File: config.mk
export PLATFORM = sky130hd
export DESIGN_NAME = mc_control
export DESIGN_NICKNAME = d
export VERILOG_FILES = /design/src/rtl/mc_pkg.sv /design/src/rtl/mc_decode.sv /design/src/rtl/mc_control.sv
export SDC_FILE = /design/constraint.sdc
export NUM_CORES = 1
export LEC_CHECK = 0
export CAP_MARGIN = 20
export CORE_ASPECT_RATIO = 0.75
export CORE_UTILIZATION = 48
export DETAILED_ROUTE_END_ITERATION = 16
export PLACE_DENSITY = 0.85
export SLEW_MARGIN = 20
export SYNTH_ARGS = -nofsm -noshare
export SYNTH_HDL_FRONTEND = slang
export SYNTH_HIERARCHICAL = 1
export SYNTH_SLANG_ARGS = --single-unit
File: constraint.sdc
create_clock -name clk -period 2.9 [get_ports clk]
set_input_delay 0.58 -clock clk [delete_from_list [all_inputs] [get_ports clk]]
set_output_delay 0.58 -clock clk [all_outputs]
set_load 0.01 [all_outputs]
File: src/rtl/mc_pkg.sv
// Shared definitions for the multi-cycle RV32I control unit: FSM states,
// instruction classes, ALU codes, opcodes and datapath select encodings.
package mc_pkg;

  // Controller states; the value is also exported on the debug port.
  typedef enum logic [2:0] {
    ST_FETCH  = 3'd0,
    ST_DECODE = 3'd1,
    ST_EXEC   = 3'd2,
    ST_MEM    = 3'd3,
    ST_WB     = 3'd4,
    ST_TRAP   = 3'd5
  } state_e;

  // Instruction classes as seen by the sequencer.
  typedef enum logic [3:0] {
    CL_NOP    = 4'd0,
    CL_ALU    = 4'd1,
    CL_LUI    = 4'd2,
    CL_AUIPC  = 4'd3,
    CL_JAL    = 4'd4,
    CL_JALR   = 4'd5,
    CL_BRANCH = 4'd6,
    CL_LOAD   = 4'd7,
    CL_STORE  = 4'd8
  } iclass_e;

  // ALU operation codes.
  localparam logic [3:0] ALU_ADD  = 4'b0000;
  localparam logic [3:0] ALU_SUB  = 4'b1000;
  localparam logic [3:0] ALU_SLL  = 4'b0001;
  localparam logic [3:0] ALU_SLT  = 4'b0010;
  localparam logic [3:0] ALU_SLTU = 4'b1010;
  localparam logic [3:0] ALU_LUI  = 4'b0011;
  localparam logic [3:0] ALU_XOR  = 4'b0100;
  localparam logic [3:0] ALU_SRL  = 4'b0101;
  localparam logic [3:0] ALU_SRA  = 4'b1101;
  localparam logic [3:0] ALU_OR   = 4'b0110;
  localparam logic [3:0] ALU_AND  = 4'b0111;

  // RV32I major opcodes.
  localparam logic [6:0] OPC_LUI      = 7'b0110111;
  localparam logic [6:0] OPC_AUIPC    = 7'b0010111;
  localparam logic [6:0] OPC_JAL      = 7'b1101111;
  localparam logic [6:0] OPC_JALR     = 7'b1100111;
  localparam logic [6:0] OPC_BRANCH   = 7'b1100011;
  localparam logic [6:0] OPC_LOAD     = 7'b0000011;
  localparam logic [6:0] OPC_STORE    = 7'b0100011;
  localparam logic [6:0] OPC_OP_IMM   = 7'b0010011;
  localparam logic [6:0] OPC_OP       = 7'b0110011;
  localparam logic [6:0] OPC_MISC_MEM = 7'b0001111;
  localparam logic [6:0] OPC_SYSTEM   = 7'b1110011;

  // Immediate formats.
  localparam logic [2:0] EXT_I = 3'd0;
  localparam logic [2:0] EXT_S = 3'd1;
  localparam logic [2:0] EXT_B = 3'd2;
  localparam logic [2:0] EXT_U = 3'd3;
  localparam logic [2:0] EXT_J = 3'd4;

  // ALU operand B sources.
  localparam logic [1:0] BSRC_RS2  = 2'd0;
  localparam logic [1:0] BSRC_IMM  = 2'd1;
  localparam logic [1:0] BSRC_FOUR = 2'd2;

  // Write-back sources.
  localparam logic [1:0] WB_ALU = 2'd0;
  localparam logic [1:0] WB_MEM = 2'd1;
  localparam logic [1:0] WB_PC4 = 2'd2;

  // Next-PC sources.
  localparam logic [1:0] PC_PLUS4 = 2'd0;
  localparam logic [1:0] PC_REL   = 2'd1;
  localparam logic [1:0] PC_JALR  = 2'd2;

  // ALU code for OP / OP-IMM; funct7[5] selects SUB only for register forms,
  // while it selects SRA for both shift forms.
  function automatic logic [3:0] alu_from_f3(input logic [2:0] f3,
                                             input logic       f7b5,
                                             input logic       is_reg);
    logic [3:0] code;
    case (f3)
      3'b000:  code = (is_reg && f7b5) ? ALU_SUB : ALU_ADD;
      3'b001:  code = ALU_SLL;
      3'b010:  code = ALU_SLT;
      3'b011:  code = ALU_SLTU;
      3'b100:  code = ALU_XOR;
      3'b101:  code = f7b5 ? ALU_SRA : ALU_SRL;
      3'b110:  code = ALU_OR;
      default: code = ALU_AND;
    endcase
    return code;
  endfunction

  // Branch resolution from the compare flags of the ALU.
  function automatic logic branch_taken(input logic [2:0] f3,
                                        input logic       less,
                                        input logic       zero);
    logic t;
    case (f3)
      3'b000:         t = zero;
      3'b001:         t = ~zero;
      3'b100, 3'b110: t = less;
      3'b101, 3'b111: t = ~less;
      default:        t = 1'b0;
    endcase
    return t;
  endfunction

endpackage

File: src/rtl/mc_decode.sv
// Combinational instruction decoder: IR -> ALU controls, immediate format,
// instruction class and illegal flag.
module mc_decode
  import mc_pkg::*;
(
  input  logic [31:0] ir_i,
  output logic [3:0]  alu_ctr_o,
  output logic        alu_asrc_o,
  output logic [1:0]  alu_bsrc_o,
  output logic [2:0]  ext_op_o,
  output iclass_e     iclass_o,
  output logic        illegal_o
);

  logic [6:0] opcode;
  logic [2:0] funct3;
  logic       f7b5;
  logic       unused_ir_bits;

  assign opcode = ir_i[6:0];
  assign funct3 = ir_i[14:12];
  assign f7b5   = ir_i[30];
  // Register and immediate fields belong to the datapath, not to control.
  assign unused_ir_bits = ^{ir_i[31], ir_i[29:15], ir_i[11:7]};

  // Decode opcode/funct fields into control fields and legality.
  always_comb begin
    alu_ctr_o  = ALU_ADD;
    alu_asrc_o = 1'b0;
    alu_bsrc_o = BSRC_RS2;
    ext_op_o   = EXT_I;
    iclass_o   = CL_NOP;
    illegal_o  = 1'b0;
    case (opcode)
      OPC_OP: begin
        iclass_o  = CL_ALU;
        alu_ctr_o = alu_from_f3(funct3, f7b5, 1'b1);
      end
      OPC_OP_IMM: begin
        iclass_o   = CL_ALU;
        alu_bsrc_o = BSRC_IMM;
        alu_ctr_o  = alu_from_f3(funct3, f7b5, 1'b0);
      end
      OPC_LUI: begin
        iclass_o   = CL_LUI;
        alu_ctr_o  = ALU_LUI;
        alu_bsrc_o = BSRC_IMM;
        ext_op_o   = EXT_U;
      end
      OPC_AUIPC: begin
        iclass_o   = CL_AUIPC;
        alu_asrc_o = 1'b1;
        alu_bsrc_o = BSRC_IMM;
        ext_op_o   = EXT_U;
      end
      OPC_JAL: begin
        iclass_o   = CL_JAL;
        alu_asrc_o = 1'b1;
        alu_bsrc_o = BSRC_IMM;
        ext_op_o   = EXT_J;
      end
      OPC_JALR: begin
        iclass_o   = CL_JALR;
        alu_bsrc_o = BSRC_IMM;
      end
      OPC_BRANCH: begin
        iclass_o  = CL_BRANCH;
        ext_op_o  = EXT_B;
        // funct3[1] separates the unsigned compares from the signed ones.
        alu_ctr_o = funct3[1] ? ALU_SLTU : ALU_SLT;
        illegal_o = (funct3 == 3'b010) || (funct3 == 3'b011);
      end
      OPC_LOAD: begin
        iclass_o   = CL_LOAD;
        alu_bsrc_o = BSRC_IMM;
        illegal_o  = (funct3 == 3'b011) || (funct3 == 3'b110) || (funct3 == 3'b111);
      end
      OPC_STORE: begin
        iclass_o   = CL_STORE;
        alu_bsrc_o = BSRC_IMM;
        ext_op_o   = EXT_S;
        illegal_o  = (funct3 > 3'b010);
      end
      OPC_MISC_MEM, OPC_SYSTEM: begin
        iclass_o = CL_NOP;
      end
      default: begin
        illegal_o = 1'b1;
      end
    endcase
  end

endmodule

File: src/rtl/mc_control.sv
// Multi-cycle RV32I control unit: FETCH/DECODE/EXEC/MEM/WB sequencer with a
// TRAP state for illegal instructions.
//
// Handshakes: imem_req and dmem_req are levels raised by the controller and
// held until the matching ack is seen high on a rising edge; the ack cycle
// completes the transfer, and an ack outside its owning state is ignored.
module mc_control
  import mc_pkg::*;
#(
  parameter int TRAP_HALT = 1
) (
  input  logic        clk,
  input  logic        rst,
  output logic        imem_req,
  input  logic        imem_ack,
  input  logic [31:0] instr,
  output logic        ir_we,
  output logic [2:0]  ext_op,
  output logic [3:0]  alu_ctr,
  output logic        alu_asrc,
  output logic [1:0]  alu_bsrc,
  input  logic        alu_less,
  input  logic        alu_zero,
  output logic        dmem_req,
  output logic        dmem_we,
  input  logic        dmem_ack,
  output logic        rf_we,
  output logic [1:0]  wb_sel,
  output logic        pc_we,
  output logic [1:0]  pc_sel,
  output logic        halted,
  output logic [2:0]  dbg_state_o
);

  state_e      state_q, state_d;
  logic [31:0] ir_q, ir_d;

  logic [3:0]  dec_alu_ctr;
  logic        dec_asrc;
  logic [1:0]  dec_bsrc;
  logic [2:0]  dec_ext_op;
  iclass_e     dec_class;
  logic        dec_illegal;
  logic        dec_active;
  logic        taken;

  // Decode always works on the controller's private IR copy.
  mc_decode u_decode (
    .ir_i       (ir_q),
    .alu_ctr_o  (dec_alu_ctr),
    .alu_asrc_o (dec_asrc),
    .alu_bsrc_o (dec_bsrc),
    .ext_op_o   (dec_ext_op),
    .iclass_o   (dec_class),
    .illegal_o  (dec_illegal)
  );

  assign taken       = branch_taken(ir_q[14:12], alu_less, alu_zero);
  assign dbg_state_o = state_q;

  // Next state and IR capture.
  always_comb begin
    state_d = state_q;
    ir_d    = ir_q;
    unique case (state_q)
      ST_FETCH: begin
        if (imem_ack) begin
          ir_d    = instr;
          state_d = ST_DECODE;
        end
      end
      ST_DECODE: state_d = dec_illegal ? ST_TRAP : ST_EXEC;
      ST_EXEC: begin
        if (dec_class == CL_BRANCH) begin
          state_d = ST_FETCH;
        end else if ((dec_class == CL_LOAD) || (dec_class == CL_STORE)) begin
          state_d = ST_MEM;
        end else begin
          state_d = ST_WB;
        end
      end
      ST_MEM: begin
        if (dmem_ack) begin
          state_d = (dec_class == CL_LOAD) ? ST_WB : ST_FETCH;
        end
      end
      ST_WB: state_d = ST_FETCH;
      ST_TRAP: begin
        if (TRAP_HALT == 0) begin
          state_d = ST_FETCH;
        end
      end
      default: state_d = ST_FETCH;
    endcase
  end

  // State and IR registers with synchronous reset.
  always_ff @(posedge clk) begin
    if (rst) begin
      state_q <= ST_FETCH;
      ir_q    <= '0;
    end else begin
      state_q <= state_d;
      ir_q    <= ir_d;
    end
  end

  // Decoder fields are only meaningful once IR holds the current instruction.
  assign dec_active = !rst && ((state_q == ST_DECODE) || (state_q == ST_EXEC) ||
                               (state_q == ST_MEM)    || (state_q == ST_WB));

  // Moore/Mealy control outputs; everything is forced low while rst is high.
  always_comb begin
    imem_req = 1'b0;
    ir_we    = 1'b0;
    dmem_req = 1'b0;
    dmem_we  = 1'b0;
    rf_we    = 1'b0;
    wb_sel   = WB_ALU;
    pc_we    = 1'b0;
    pc_sel   = PC_PLUS4;
    halted   = 1'b0;
    ext_op   = dec_active ? dec_ext_op  : EXT_I;
    alu_ctr  = dec_active ? dec_alu_ctr : ALU_ADD;
    alu_asrc = dec_active ? dec_asrc    : 1'b0;
    alu_bsrc = dec_active ? dec_bsrc    : BSRC_RS2;
    if (!rst) begin
      case (state_q)
        ST_FETCH: begin
          imem_req = 1'b1;
          ir_we    = imem_ack;
        end
        ST_EXEC: begin
          if (dec_class == CL_BRANCH) begin
            pc_we  = 1'b1;
            pc_sel = taken ? PC_REL : PC_PLUS4;
          end
        end
        ST_MEM: begin
          dmem_req = 1'b1;
          dmem_we  = (dec_class == CL_STORE);
          // A store retires in its ack cycle; a load still needs WB.
          pc_we    = (dec_class == CL_STORE) && dmem_ack;
        end
        ST_WB: begin
          pc_we = 1'b1;
          rf_we = (dec_class != CL_NOP);
          case (dec_class)
            CL_JAL: begin
              pc_sel = PC_REL;
              wb_sel = WB_PC4;
            end
            CL_JALR: begin
              pc_sel = PC_JALR;
              wb_sel = WB_PC4;
            end
            CL_LOAD: wb_sel = WB_MEM;
            default: wb_sel = WB_ALU;
          endcase
        end
        ST_TRAP: begin
          halted = 1'b1;
          pc_we  = (TRAP_HALT == 0);
        end
        default: ;
      endcase
    end
  end

endmodule

==> impl_metrics.toml <==
[final_layout]
syn_to_final_growth_pct = 48.51
antennaDiodeCount = 0
final_common_cell = "clkdlybuf4s50_1"
nNetsFinal = 273
final_layout_size_suffix_gt1_share_pct = 24.46
final.fill_count = 182
final_cell_mix = "clkdlybuf4s50_1, buf_4, nand2_1"
register_area_um2 = 284.0
multi_input_area_um2 = 970.9

[timing]
holdWs_ps = 486.0
period_minus_slack_ps = 2789
hold_violations = 0
rsz0062_at_grt = "no"
fmax_mhz = 358.6
drv_slew = 0
fin_crit_sh_pct = 96.16
finalClockSkew_ps = 4.951
setup_viol = 0

[pwr]
clkPwrFrac_pct = 22.0
powerDensity_mw_per_mm2 = 242.3
seq_power_share_pct = 46.8
finalPower_uw = 469.5
combPwrFrac_pct = 31.1
vdd_ir_drop_max_uv = 330.9
swShare_pct = 29.55
total_leakage_power_nw = 0.7559
p_int_uw = 330.8
p_sw_uw = 138.7

[cts]
cts_hold_buf = 0
cts_max_level = 1
clkSinkCount = 14
path_clk_slew_ps = 80
cts_tree = "yes"
insertion_delay_ps = 270
cts.path.max_buffers = 2
cts_setup_buffers = 0
numCtsBuffers = 3
cts_root_buffer = "clkbuf_4"

[grt]
grt.total_usage_pct = 26.69
grt_pass1_wl_um = 5927
grt_pass1_vias = 1281
grt_max_degree = 19
grt_overflow = 0
antenna_found_initial = 0

[route]
totalWireLength_um = 3790
wire_per_inst_um = 14.19
ant_nets = 0
first_iter_violations = 72
dr.pass1.iters = 4
vias_per_cell = 5.727
vias = 1529
drc = 0

[synthesis]
synth_nets = 216
ys.warnings.count = 6
avgSynthCellArea_um2 = 7.331
syn_area_mm2 = 0.001305
synth_cells = 178

[worst_hold_path]
min_to = "ir_q[4]"
hold_path_depth = 2
min_from = "ir_q[4]"
hold_class = "flop to flop"

[run_status]
status = "complete, no violations"

[floorplanning]
fp-row-count = 15
initial_core_util_pct = 53.49
core-area_mm2 = 0.002440
dieArea_mm2 = 0.002934
ios = 62
fp.dieH_um = 47.16
die_w_um = 62.21

[placement]
hpwl_um = 2919
gp_congestion = 0.8947
io_buffers = 39

[setup_path]
reg2reg_from = "ir_q[6]"
cp_data_required_time_ps = 2320
r2r_end = "dbg_state_o[0]"
r2r_slack_ps = 790
rr_worst_depth = 7
critPathArrivalTime_ps = 2210
cp-end-kind = "primary output"
worst-path-max-fanout = 4
path_class = "flop to primary output"
worstSetupStartpointType = "flop"

[job]
cap_violations = 0
-- critical path, cell delays in order, from the launching register on --
cell and delay [ps]:
dfxtp_1 340, and2b_1 220, o21ai_0 170, nand3_1 120, buf_4 160, buf_4 130, nor4_1 250, nor2_1 70
clkdlybuf4s50_1 480
-- final cells by class --
class / instances / share of cell area [%]
clock buffers: 3 / 1.162
inverters: 2 / 0.3873
multi-input cells: 145 / 50.10
flip-flops and latches: 14 / 14.65
well taps: 34 / 2.195
repair buffers: 69 / 31.50
-- state kept, by name (all words and copies together), names as in the netlist --
| name | flops |
|---|---|
| dbg_state_o | 3 |
| ir_q | 11 |
-- metrics by stage --
stage	instance area (um2)	setup WS [ps]	utilization [%]	TNS (ps)	std cells
6_report	1938	111.5	79.44	0	267
5_1_grt	1938	20.00	79.44	0	267
4_1_cts	1914	9.567	78.46	0	267
3_5_place_dp	1876	-135.4	76.87	-376.9	264
3_3_place_gp	1876	-126.7	76.87	-194.9	264
2_1_floorplan	1305	386.8	-	0	178
-- timing repair --
action / 4_1_cts / 5_1_grt
endpoints found under the setup margin: 6 / 11
pin swaps: 1 / 3
gates resized for setup: 14 / 16
-- how the worst max path moves through the flow --
| stage | endpoint | cells past startpoint | slack, ps | start |
|---|---|---|---|---|
| final | rf_we | 8 | 110 | ir_q[6] |
| after global routing | rf_we | 9 | 20 | ir_q[6] |
| after CTS | wb_sel[1] | 4 | 10 | rst |
| after detailed placement | pc_sel[0] | 5 | -140 | rst |
| after global placement | pc_sel[0] | 5 | -130 | rst |
| after floorplan | pc_sel[0] | 7 | 390 | ir_q[6] |
-- metal layers --
metal  vias up  part of all wire (%)  wire length, um  global-route usage [%]
met4         0                   2.8              105                   13.95
met3        12                   6.4              243                   2.913
li1        757                     -                -                       -
met5         -                     0                0                       0
met2        68                    44             1665                   43.08
met1       692                    47             1776                   36.52
-- power by group through the flow --
stage | clock network [mW] | registers (mW) | logic, mW
final | 0.103 | 0.220 | 0.146
after global placement | 0 | 0.222 | 0.135
after floorplan | 0 | 0.220 | 0.0781
after detailed placement | 0 | 0.223 | 0.141
after global routing | 0.116 | 0.222 | 0.159
after CTS | 0.108 | 0.219 | 0.142
(Power assumes the default switching activity.)
